<file path="src/rtl/divider_pkg.sv">
// ============================================================================
// Module   : divider_pkg
// Purpose  : Shared FSM encodings and conditional-negate helper for seq_divider.
// Revision : 1.0  initial release
// ============================================================================
`default_nettype none

package divider_pkg;

   localparam int c_MAX_WIDTH = 64;

   localparam logic [2:0] c_ST_IDLE    = 3'd0;
   localparam logic [2:0] c_ST_CALC    = 3'd1;
   localparam logic [2:0] c_ST_CORRECT = 3'd2;
   localparam logic [2:0] c_ST_FIXSIGN = 3'd3;
   localparam logic [2:0] c_ST_DONE    = 3'd4;

   typedef enum logic [2:0] {
      IDLE    = c_ST_IDLE,
      CALC    = c_ST_CALC,
      CORRECT = c_ST_CORRECT,
      FIXSIGN = c_ST_FIXSIGN,
      DONE    = c_ST_DONE
   } state_t;

   // Callers truncate the result back to their own width; the low bits of a
   // wide two's-complement negate equal the narrow negate.
   function automatic logic [c_MAX_WIDTH-1:0] cond_negate(
      input logic [c_MAX_WIDTH-1:0] value,
      input logic                   negate
   );
      return negate ? (~value + 1'b1) : value;
   endfunction

endpackage

`default_nettype wire

</file>
<file path="src/rtl/add_sub.sv">
// ============================================================================
// Module   : add_sub
// Purpose  : Combinational adder/subtractor, y = sub ? a - b : a + b.
// Revision : 1.0  initial release
// ============================================================================
`default_nettype none

module add_sub #(
   parameter int WIDTH = 9
) (
   input  logic [WIDTH-1:0] i_a,
   input  logic [WIDTH-1:0] i_b,
   input  logic             i_sub,
   output logic [WIDTH-1:0] o_result
);

   assign o_result = i_sub ? (i_a - i_b) : (i_a + i_b);

endmodule

`default_nettype wire

</file>
<file path="src/rtl/seq_divider.sv">
// ============================================================================
// Module   : seq_divider
// Purpose  : Self-sequencing non-restoring integer divider, signed/unsigned.
// Revision : 1.0  initial release
// ============================================================================
`default_nettype none

module seq_divider
   import divider_pkg::*;
#(
   parameter int WIDTH     = 8,
   parameter int SIGNED_EN = 1
) (
   input  logic                       clk,
   input  logic                       reset_n,
   input  logic                       start,
   input  logic                       signed_mode,
   input  logic [WIDTH-1:0]           dividend,
   input  logic [WIDTH-1:0]           divisor,
   output logic                       busy,
   output logic                       done,
   output logic [WIDTH-1:0]           quotient,
   output logic [WIDTH-1:0]           remainder,
   output logic                       div_by_zero,
   output logic                       overflow,
   output logic [$clog2(WIDTH+1)-1:0] count
);

   localparam int               c_CNT_W = $clog2(WIDTH+1);
   localparam logic [WIDTH-1:0] c_MIN   = {1'b1, {(WIDTH-1){1'b0}}};

   state_t             r_state;
   state_t             w_next;
   logic [c_CNT_W-1:0] r_count;
   logic [WIDTH:0]     r_rem;
   logic [WIDTH-1:0]   r_quo;
   logic [WIDTH-1:0]   r_dvsr_mag;
   logic [WIDTH-1:0]   r_dividend;
   logic [WIDTH-1:0]   r_divisor;
   logic               r_signed;
   logic               r_sign_q;
   logic               r_sign_r;

   logic               w_signed;
   logic               w_neg_dvnd;
   logic               w_neg_dvsr;
   logic [WIDTH-1:0]   w_dvnd_mag;
   logic [WIDTH-1:0]   w_dvsr_mag;
   logic [WIDTH:0]     w_rem_sh;
   logic [WIDTH:0]     w_alu_a;
   logic [WIDTH:0]     w_alu_b;
   logic [WIDTH:0]     w_alu_y;
   logic [WIDTH-1:0]   w_quo_fix;
   logic [WIDTH-1:0]   w_rem_fix;
   logic               w_ovf;

   assign w_signed   = (SIGNED_EN != 0) && signed_mode;
   assign w_neg_dvnd = w_signed && dividend[WIDTH-1];
   assign w_neg_dvsr = w_signed && divisor[WIDTH-1];
   assign w_dvnd_mag = WIDTH'(cond_negate(64'(dividend), w_neg_dvnd));
   assign w_dvsr_mag = WIDTH'(cond_negate(64'(divisor), w_neg_dvsr));

   // CALC feeds the shifted remainder; CORRECT feeds R itself (add when R < 0).
   assign w_rem_sh = {r_rem[WIDTH-1:0], r_quo[WIDTH-1]};
   assign w_alu_a  = (r_state == CALC) ? w_rem_sh : r_rem;
   assign w_alu_b  = {1'b0, r_dvsr_mag};

   add_sub #(
      .WIDTH (WIDTH+1)
   ) u_add_sub (
      .i_a      (w_alu_a),
      .i_b      (w_alu_b),
      .i_sub    (~r_rem[WIDTH]),
      .o_result (w_alu_y)
   );

   assign w_quo_fix = WIDTH'(cond_negate(64'(r_quo), r_sign_q));
   assign w_rem_fix = WIDTH'(cond_negate(64'(r_rem[WIDTH-1:0]), r_sign_r));
   assign w_ovf     = r_signed && (r_dividend == c_MIN) && (r_divisor == '1);

   assign count = r_count;

   always_ff @(posedge clk or negedge reset_n) begin
      if (!reset_n) begin
         r_state <= IDLE;
      end else begin
         r_state <= w_next;
      end
   end

   always_comb begin
      w_next = r_state;
      busy   = 1'b0;
      done   = 1'b0;
      case (r_state)
         IDLE: begin
            if (start) begin
               w_next = (divisor == '0) ? DONE : CALC;
            end
         end
         CALC: begin
            busy = 1'b1;
            if (r_count == c_CNT_W'(1)) begin
               w_next = CORRECT;
            end
         end
         CORRECT: begin
            busy   = 1'b1;
            w_next = FIXSIGN;
         end
         FIXSIGN: begin
            busy   = 1'b1;
            w_next = DONE;
         end
         DONE: begin
            done   = 1'b1;
            w_next = IDLE;
         end
         default: w_next = IDLE;
      endcase
   end

   always_ff @(posedge clk or negedge reset_n) begin
      if (!reset_n) begin
         r_count     <= '0;
         r_rem       <= '0;
         r_quo       <= '0;
         r_dvsr_mag  <= '0;
         r_dividend  <= '0;
         r_divisor   <= '0;
         r_signed    <= 1'b0;
         r_sign_q    <= 1'b0;
         r_sign_r    <= 1'b0;
         quotient    <= '0;
         remainder   <= '0;
         div_by_zero <= 1'b0;
         overflow    <= 1'b0;
      end else begin
         case (r_state)
            IDLE: begin
               if (start) begin
                  r_dividend  <= dividend;
                  r_divisor   <= divisor;
                  r_signed    <= w_signed;
                  div_by_zero <= 1'b0;
                  overflow    <= 1'b0;
                  if (divisor == '0) begin
                     quotient    <= '1;
                     remainder   <= dividend;
                     div_by_zero <= 1'b1;
                  end else begin
                     r_sign_q   <= w_neg_dvnd ^ w_neg_dvsr;
                     r_sign_r   <= w_neg_dvnd;
                     r_rem      <= '0;
                     r_quo      <= w_dvnd_mag;
                     r_dvsr_mag <= w_dvsr_mag;
                     r_count    <= c_CNT_W'(WIDTH);
                  end
               end
            end
            CALC: begin
               r_rem   <= w_alu_y;
               r_quo   <= {r_quo[WIDTH-2:0], ~w_alu_y[WIDTH]};
               r_count <= r_count - 1'b1;
            end
            CORRECT: begin
               if (r_rem[WIDTH]) begin
                  r_rem <= w_alu_y;
               end
            end
            FIXSIGN: begin
               quotient  <= w_quo_fix;
               remainder <= w_rem_fix;
               overflow  <= w_ovf;
            end
            default: ;
         endcase
      end
   end

endmodule

`default_nettype wire

</file>
<file path="config.mk">
export PLATFORM = sky130hd
export DESIGN_NAME = seq_divider
export DESIGN_NICKNAME = d
export VERILOG_FILES = /design/src/rtl/divider_pkg.sv /design/src/rtl/add_sub.sv /design/src/rtl/seq_divider.sv
export SDC_FILE = /design/constraint.sdc
export NUM_CORES = 1
export LEC_CHECK = 0
export BUFFER_PORTS_ARGS = -buffer_cell sky130_fd_sc_hd__buf_4
export CAP_MARGIN = 20
export CORE_MARGIN = 4
export CORE_UTILIZATION = 64
export CTS_CLUSTER_SIZE = 14
export DETAILED_ROUTE_END_ITERATION = 8
export GPL_TIMING_DRIVEN = 0
export PLACE_DENSITY = 0.86
export SLEW_MARGIN = 5
export SYNTH_ARGS = -nofsm -noshare
export SYNTH_HDL_FRONTEND = slang
export SYNTH_SLANG_ARGS = --single-unit
export TNS_END_PERCENT = 20
</file>
<file path="constraint.sdc">
create_clock -name clk -period 5 [get_ports clk]
set_input_delay 0.5 -clock clk [delete_from_list [all_inputs] [get_ports clk]]
set_output_delay 0.5 -clock clk [all_outputs]
set_load 0.01 [all_outputs]
</file>
After elaboration in Yosys (flattened, before gate mapping)

Cells that the tools add are included.

Bits of input ports: 20
Word-level logic and storage cells: 90
Bits in registers: 69

Bitwise operators: 7
Reductions and logical operators: 18
Eq/ne operators: 12
Add/sub/neg operators: 7
Mux-type cells: 31

Operators by type and width:

| kind                  | count |
|---|---|
| $mux W8               | 10 |
| $pmux W8 S2           | 3 |
| $mux W9               | 5 |
| $add A8 B1 Y8 const B | 4 |
| $not A8 Y8            | 4 |
| $pmux W9 S3           | 1 |
| $eq A8 B8 Y1 const B  | 2 |
| $pmux W3 S4           | 1 |
| $reduce_and A3 Y1     | 4 |
| $add A9 B8 Y9         | 1 |
| $mux W3               | 3 |
| $sub A9 B8 Y9         | 1 |
| $logic_not A8 Y1      | 1 |
| $mux W4               | 2 |
| $ne A2 B2 Y1 const B  | 4 |
| $pmux W4 S2           | 1 |
| $eq A3 B2 Y1 const B  | 2 |
| $reduce_and A2 Y1     | 3 |
| $eq A4 B1 Y1 const B  | 1 |
| $logic_and A1 B1 Y1   | 4 |
| $mux W1               | 4 |
| $reduce_and A4 Y1     | 1 |
| $reduce_bool A2 Y1    | 2 |
| $sub A4 B1 Y4 const B | 1 |
| other kinds (9)       | 10 |

Logic depth before layout (Yosys ltp)

Word-level depth: 6
Mapped depth: 13

Hierarchy

Synthesis repeated with hierarchy kept, for this count alone.

Cell total of the unflattened synthesis: 459
Area, all modules: 4,227.8 µm²

Modules (own cells, without submodules):

| module      | instances | cells each | sequential area each (µm²) | area an instance (µm²) |
|---|---|---|---|---|
| seq_divider | 1         | 391        | 1,726.7                    | 3,703.6 |
| add_sub     | 1         | 68         | 0.0                        | 524.3 |

Least setup slack after synthesis

No wires, ideal clock.

Kind: reg2reg
Start: reg r_state[2]
End: reg r_rem[8]
Data arrival time: 2.923 ns
Cell stages (with the launch flop): 14
Data required time: 4.877 ns
Setup time: 0.123 ns
Setup slack: 1.953 ns
Clock period less this slack: 3.047 ns
Path buffers: 2
Cell sequence: dfrtp_1 nor3b_2 clkbuf_1 buf_1 nand2_1 o21ai_0 ha_1 inv_1 fa_1 nand2b_1 a21oi_1 a221o_1 and3_4 o31ai_2

Word-level cells in the longest chain between the ends: 6
Elaborated cells between the ends (all ways): 13

RTL lines:

| item                                           | RTL line                              | text |
|---|---|---|
| start: declaration                             | seq_divider.sv:32                     | `state_t r_state;` |
| start signal: assignment                       | seq_divider.sv:87                     | `r_state <= w_next;` |
| $eq A3 B1 Y1                                   | seq_divider.sv:65, seq_divider.sv:139 |  |
| $mux W9                                        | seq_divider.sv:65                     | `assign w_alu_a = (r_state == CALC) ? w_rem_sh : r_rem;` |
| $sub A9 B8 Y9 or $add A9 B8 Y9 (tied branches) | add_sub.sv:17                         | `assign o_result = i_sub ? (i_a - i_b) : (i_a + i_b);` |
| $mux W9                                        | add_sub.sv:17                         |  |
| $mux W9                                        | seq_divider.sv:167                    | `if (r_rem[WIDTH]) begin` |
| $pmux W9 S3                                    | seq_divider.sv:139                    | `case (r_state)` |
| end signal: assignment                         | seq_divider.sv:162                    | `r_rem <= w_alu_y;` |
| end signal: assignment                         | seq_divider.sv:168                    | `r_rem <= w_alu_y;` |
| end: declaration                               | seq_divider.sv:35                     | `logic [WIDTH:0] r_rem;` |

Several ways; a longest one is shown, not always the timed one. The select of a mux whose other input is x is not followed.
A chain may end at the register's enable or synchronous reset.

Final worst setup path

Ends and elaborated chain as after synthesis.

==> impl_metrics.sql <==
INSERT INTO impl_metrics (metric_group, metric, value, unit) VALUES
('placed_design', 'port_buffers', '41', ''),
('global_route', 'gr-total-overflow', '0', ''),
('synth', 'synth.lib_cells_used.distinct', '60', ''),
('worst_setup_path', 'cpLargestDelayFamily', 'buffers and inverters', ''),
('worst_setup_path', 'critical_path_required_time', '5.23', 'ns'),
('worst_setup_path', 'worstPathCellList', 'nor3b_2, clkbuf_1, buf_1, nand2_1, o21ai_0, ha_1, inv_1, fa_1, nand2b_1, a21oi_1, a221o_1, and3_4, o31ai_2', ''),
('worst_setup_path', 'worst-path-buf-inv', '3', ''),
('floorplan', 'placement_rows', '28', ''),
('layout', 'final_cell_area', '4710', 'sq um'),
('power', 'leak_pwr', '2.19', 'nW'),
('layout', 'layout-drive-gt1-share', '13.3', '%'),
('synth', 'postSynth.asyncResetShare', '100', '%'),
('layout', 'layout.filler_cells', '460', ''),
('timing', 'fin_crit', '3.86', 'ns'),
('synth', 'synth_simple_gate_area_share', '21.0', '%'),
('route', 'total_number_of_vias', '3667', ''),
('synth', 'synth_fp_nets', '515', ''),
('synth', 'postSynthRegisterBits', '69', ''),
('route', 'drt_drc_violations_left', '0', ''),
('floorplan', 'die_w', '88.2', 'um'),
('synth', 'synth_cells', '479', ''),
('timing', 'skew', '0.00885', 'ns'),
('global_route', 'vias_in_the_first_global_route', '3570', ''),
('clock_tree', 'clock_tree.buffer_depth', '2', ''),
('synth', 'yosys_warning_count', '0', ''),
('synth', 'yosys.area_share.xor_xnor', '7.23', '%'),
('hold_path', 'class_of_the_worst_hold_path', 'input port to asynchronous set/reset pin', ''),
('placed_design', 'globalplace.congestion', '0.904', ''),
('placed_design', 'dp_hpwl', '7430', 'um'),
('timing', 'timing.final.hold_violations', '0', ''),
('timing', 'worst_pin_slew', '0.869', 'ns'),
('worst_setup_path', 'setup.worst_path.class', 'flip-flop to flip-flop', ''),
('worst_setup_path', 'worstPathMaxFanout', '10', ''),
('power', 'seqPwrFrac', '31.4', '%'),
('worst_setup_path', 'regToRegStartpoint', 'r_state[2]$_DFFE_PN0P_', ''),
('layout', 'area_delta_synth_final', '14.3', '%'),
('power', 'part_of_the_power_in_combinational_logic', '55.2', '%'),
('clock_tree', 'clock_tree.root_cell', 'sky130_fd_sc_hd__clkbuf_8', ''),
('clock_tree', 'htreeDepth', '3', ''),
('floorplan', 'floorplan.initialDensity', '67.5', '%'),
('layout', 'layout.nets', '567', ''),
('run', 'drv_cap', '0', ''),
('synth', 'postSynthAreaPerCell', '8.59', 'sq um'),
('worst_setup_path', 'endpoint_class_of_the_critical_path', 'flip-flop', ''),
('layout', 'layout.cells.most_common', 'sky130_fd_sc_hd__nand2_1', ''),
('floorplan', 'io_pins', '44', ''),
('route', 'dr.first_iter.drc_count', '249', ''),
('timing', 'setup_viol_count_final', '0', ''),
('timing', 'timing.fmax', '0.259', 'GHz'),
('synth', 'synth_top_family_by_area', 'simple AND/OR/NAND/NOR gates', ''),
('timing', 'grt_setup_unrepaired', 'false', ''),
('clock_tree', 'hold_buffers', '0', ''),
('route', 'ant_nets', '0', ''),
('worst_setup_path', 'critPathMaxStageDelay', '0.47', 'ns'),
('synth', 'ys_flop_type', 'sky130_fd_sc_hd__dfrtp_1', ''),
('power', 'largest_voltage_drop_on_the_vdd_net', '0.556', 'mV'),
('timing', 'slew_headroom', '42.1', '%'),
('worst_setup_path', 'critical-path-slowest-cell', 'sky130_fd_sc_hd__clkbuf_1', ''),
('worst_setup_path', 'rr_worst_depth', '13', ''),
('synth', 'share_of_cell_area_taken_by_muxes_after_synthesis', '1.73', '%'),
('status', 'status', 'finished clean', ''),
('synth', 'synth_compound_area_share', '18.5', '%'),
('worst_setup_path', 'cp-start-kind', 'flip-flop', ''),
('global_route', 'maximum_number_of_pins_on_one_net_before_global_route_repair', '70', ''),
('synth', 'synth_area', '4120', 'sq um'),
('synth', 'ys_seq_area_share', '41.9', '%'),
('power', 'netSwitchingFraction', '45.2', '%'),
('layout', 'layout.cells.most_common_list', 'sky130_fd_sc_hd__nand2_1 (102), sky130_fd_sc_hd__dfrtp_1 (69), sky130_fd_sc_hd__nor2_1 (43), sky130_fd_sc_hd__buf_4 (41), sky130_fd_sc_hd__a21oi_1 (30)', ''),
('route', 'post_drt_wl_per_cell', '16.6', 'um'),
('worst_setup_path', 'reg2reg_to', 'r_rem[8]$_DFFE_PN0P_', ''),
('worst_setup_path', 'reg_to_reg_setup_timing_slack', '1.14', 'ns');
## through the flow
step / power [mW] / hold WS (ns) / util (%) / instances / setup WS, ns
floorplan: 2.34 / 0.204 / - / 479 / 1.95
global placement: 2.81 / 0.458 / 74.1 / 595 / 1.34
detailed placement: 2.88 / 0.465 / 74.1 / 595 / 1.34
CTS: 3.34 / 0.289 / 77.2 / 610 / 1.22
global route: 3.64 / 0.323 / 77.2 / 610 / 0.831
finish: 3.34 / 0.254 / 77.2 / 610 / 1.14
## cells in the mapped netlist, types with 7 or more instances
cell type	number	area [sq um]
sky130_fd_sc_hd__o21ai_1	10	50.1
sky130_fd_sc_hd__a21o_1	9	67.6
sky130_fd_sc_hd__nor2_1	43	161
sky130_fd_sc_hd__o21ai_0	22	110
sky130_fd_sc_hd__o31ai_1	8	60.1
sky130_fd_sc_hd__clkbuf_1	21	78.8
sky130_fd_sc_hd__inv_1	21	78.8
sky130_fd_sc_hd__ha_1	15	188
sky130_fd_sc_hd__nand2_1	102	383
sky130_fd_sc_hd__xnor2_1	16	140
sky130_fd_sc_hd__dfrtp_1	69	1730
sky130_fd_sc_hd__xor2_1	18	158
sky130_fd_sc_hd__a21oi_1	30	150
sky130_fd_sc_hd__nand3_1	7	35.0
## per-layer routing
layer	part of all wire [%]	GRT usage (%)	routed length (um)
met2	47	46.9	4740
met3	6.5	6.02	662
met1	44	37.0	4420
met5	0	0	0
met4	3.2	11.5	323
## logic make-up after synthesis
group / count (synthesis)
AO/OA/AOI/OAI: 114
buffers and inverters: 47
AND/OR/NAND/NOR: 192
flip-flops: 69
multiplexers: 7
XOR/XNOR: 34
adder cells (fa/ha/maj): 16
## flip-flops by register name, summed over array words and instances, names as in the netlist, 3 cells and up
name,flops
r_rem,9
quotient,8
r_dividend,8
r_divisor,8
r_dvsr_mag,8
r_quo,8
remainder,8
count,4
r_state,3
## power groups by stage
stage                     Clock [mW]  Sequential (mW)  Combinational [mW]
after floorplan                    0             1.03                1.31
after global placement             0             1.03                1.77
after detailed placement           0             1.05                1.83
after CTS                      0.451             1.04                1.85
after global routing           0.478             1.08                2.09
final                          0.451             1.05                1.84
## area by class of cell
class,instances,area (sq um),share of cell area [%]
flip-flops and latches,69,1730,36.7
clock buffers,9,124,2.63
well taps,75,93.8,1.99
multi-input cells,363,2200,46.8
repair buffers,41,308,6.54
plain buffers,25,104,2.21
clock inverters,6,65.1,1.38
inverters,22,82.6,1.75
## worst max-delay path by stage
stage	from	endpoint	slack (ns)	depth (start not counted)
3_3_place_gp	r_state[2]$_DFFE_PN0P_	r_rem[8]$_DFFE_PN0P_	1.34	13
5_1_grt	r_state[2]$_DFFE_PN0P_	r_rem[8]$_DFFE_PN0P_	0.83	13
6_report	r_state[2]$_DFFE_PN0P_	r_rem[8]$_DFFE_PN0P_	1.14	13
3_5_place_dp	r_state[2]$_DFFE_PN0P_	r_rem[8]$_DFFE_PN0P_	1.34	13
2_1_floorplan	r_state[2]$_DFFE_PN0P_	r_rem[8]$_DFFE_PN0P_	1.95	13
4_1_cts	r_state[2]$_DFFE_PN0P_	r_rem[8]$_DFFE_PN0P_	1.22	13
(Power assumes the default switching activity.)
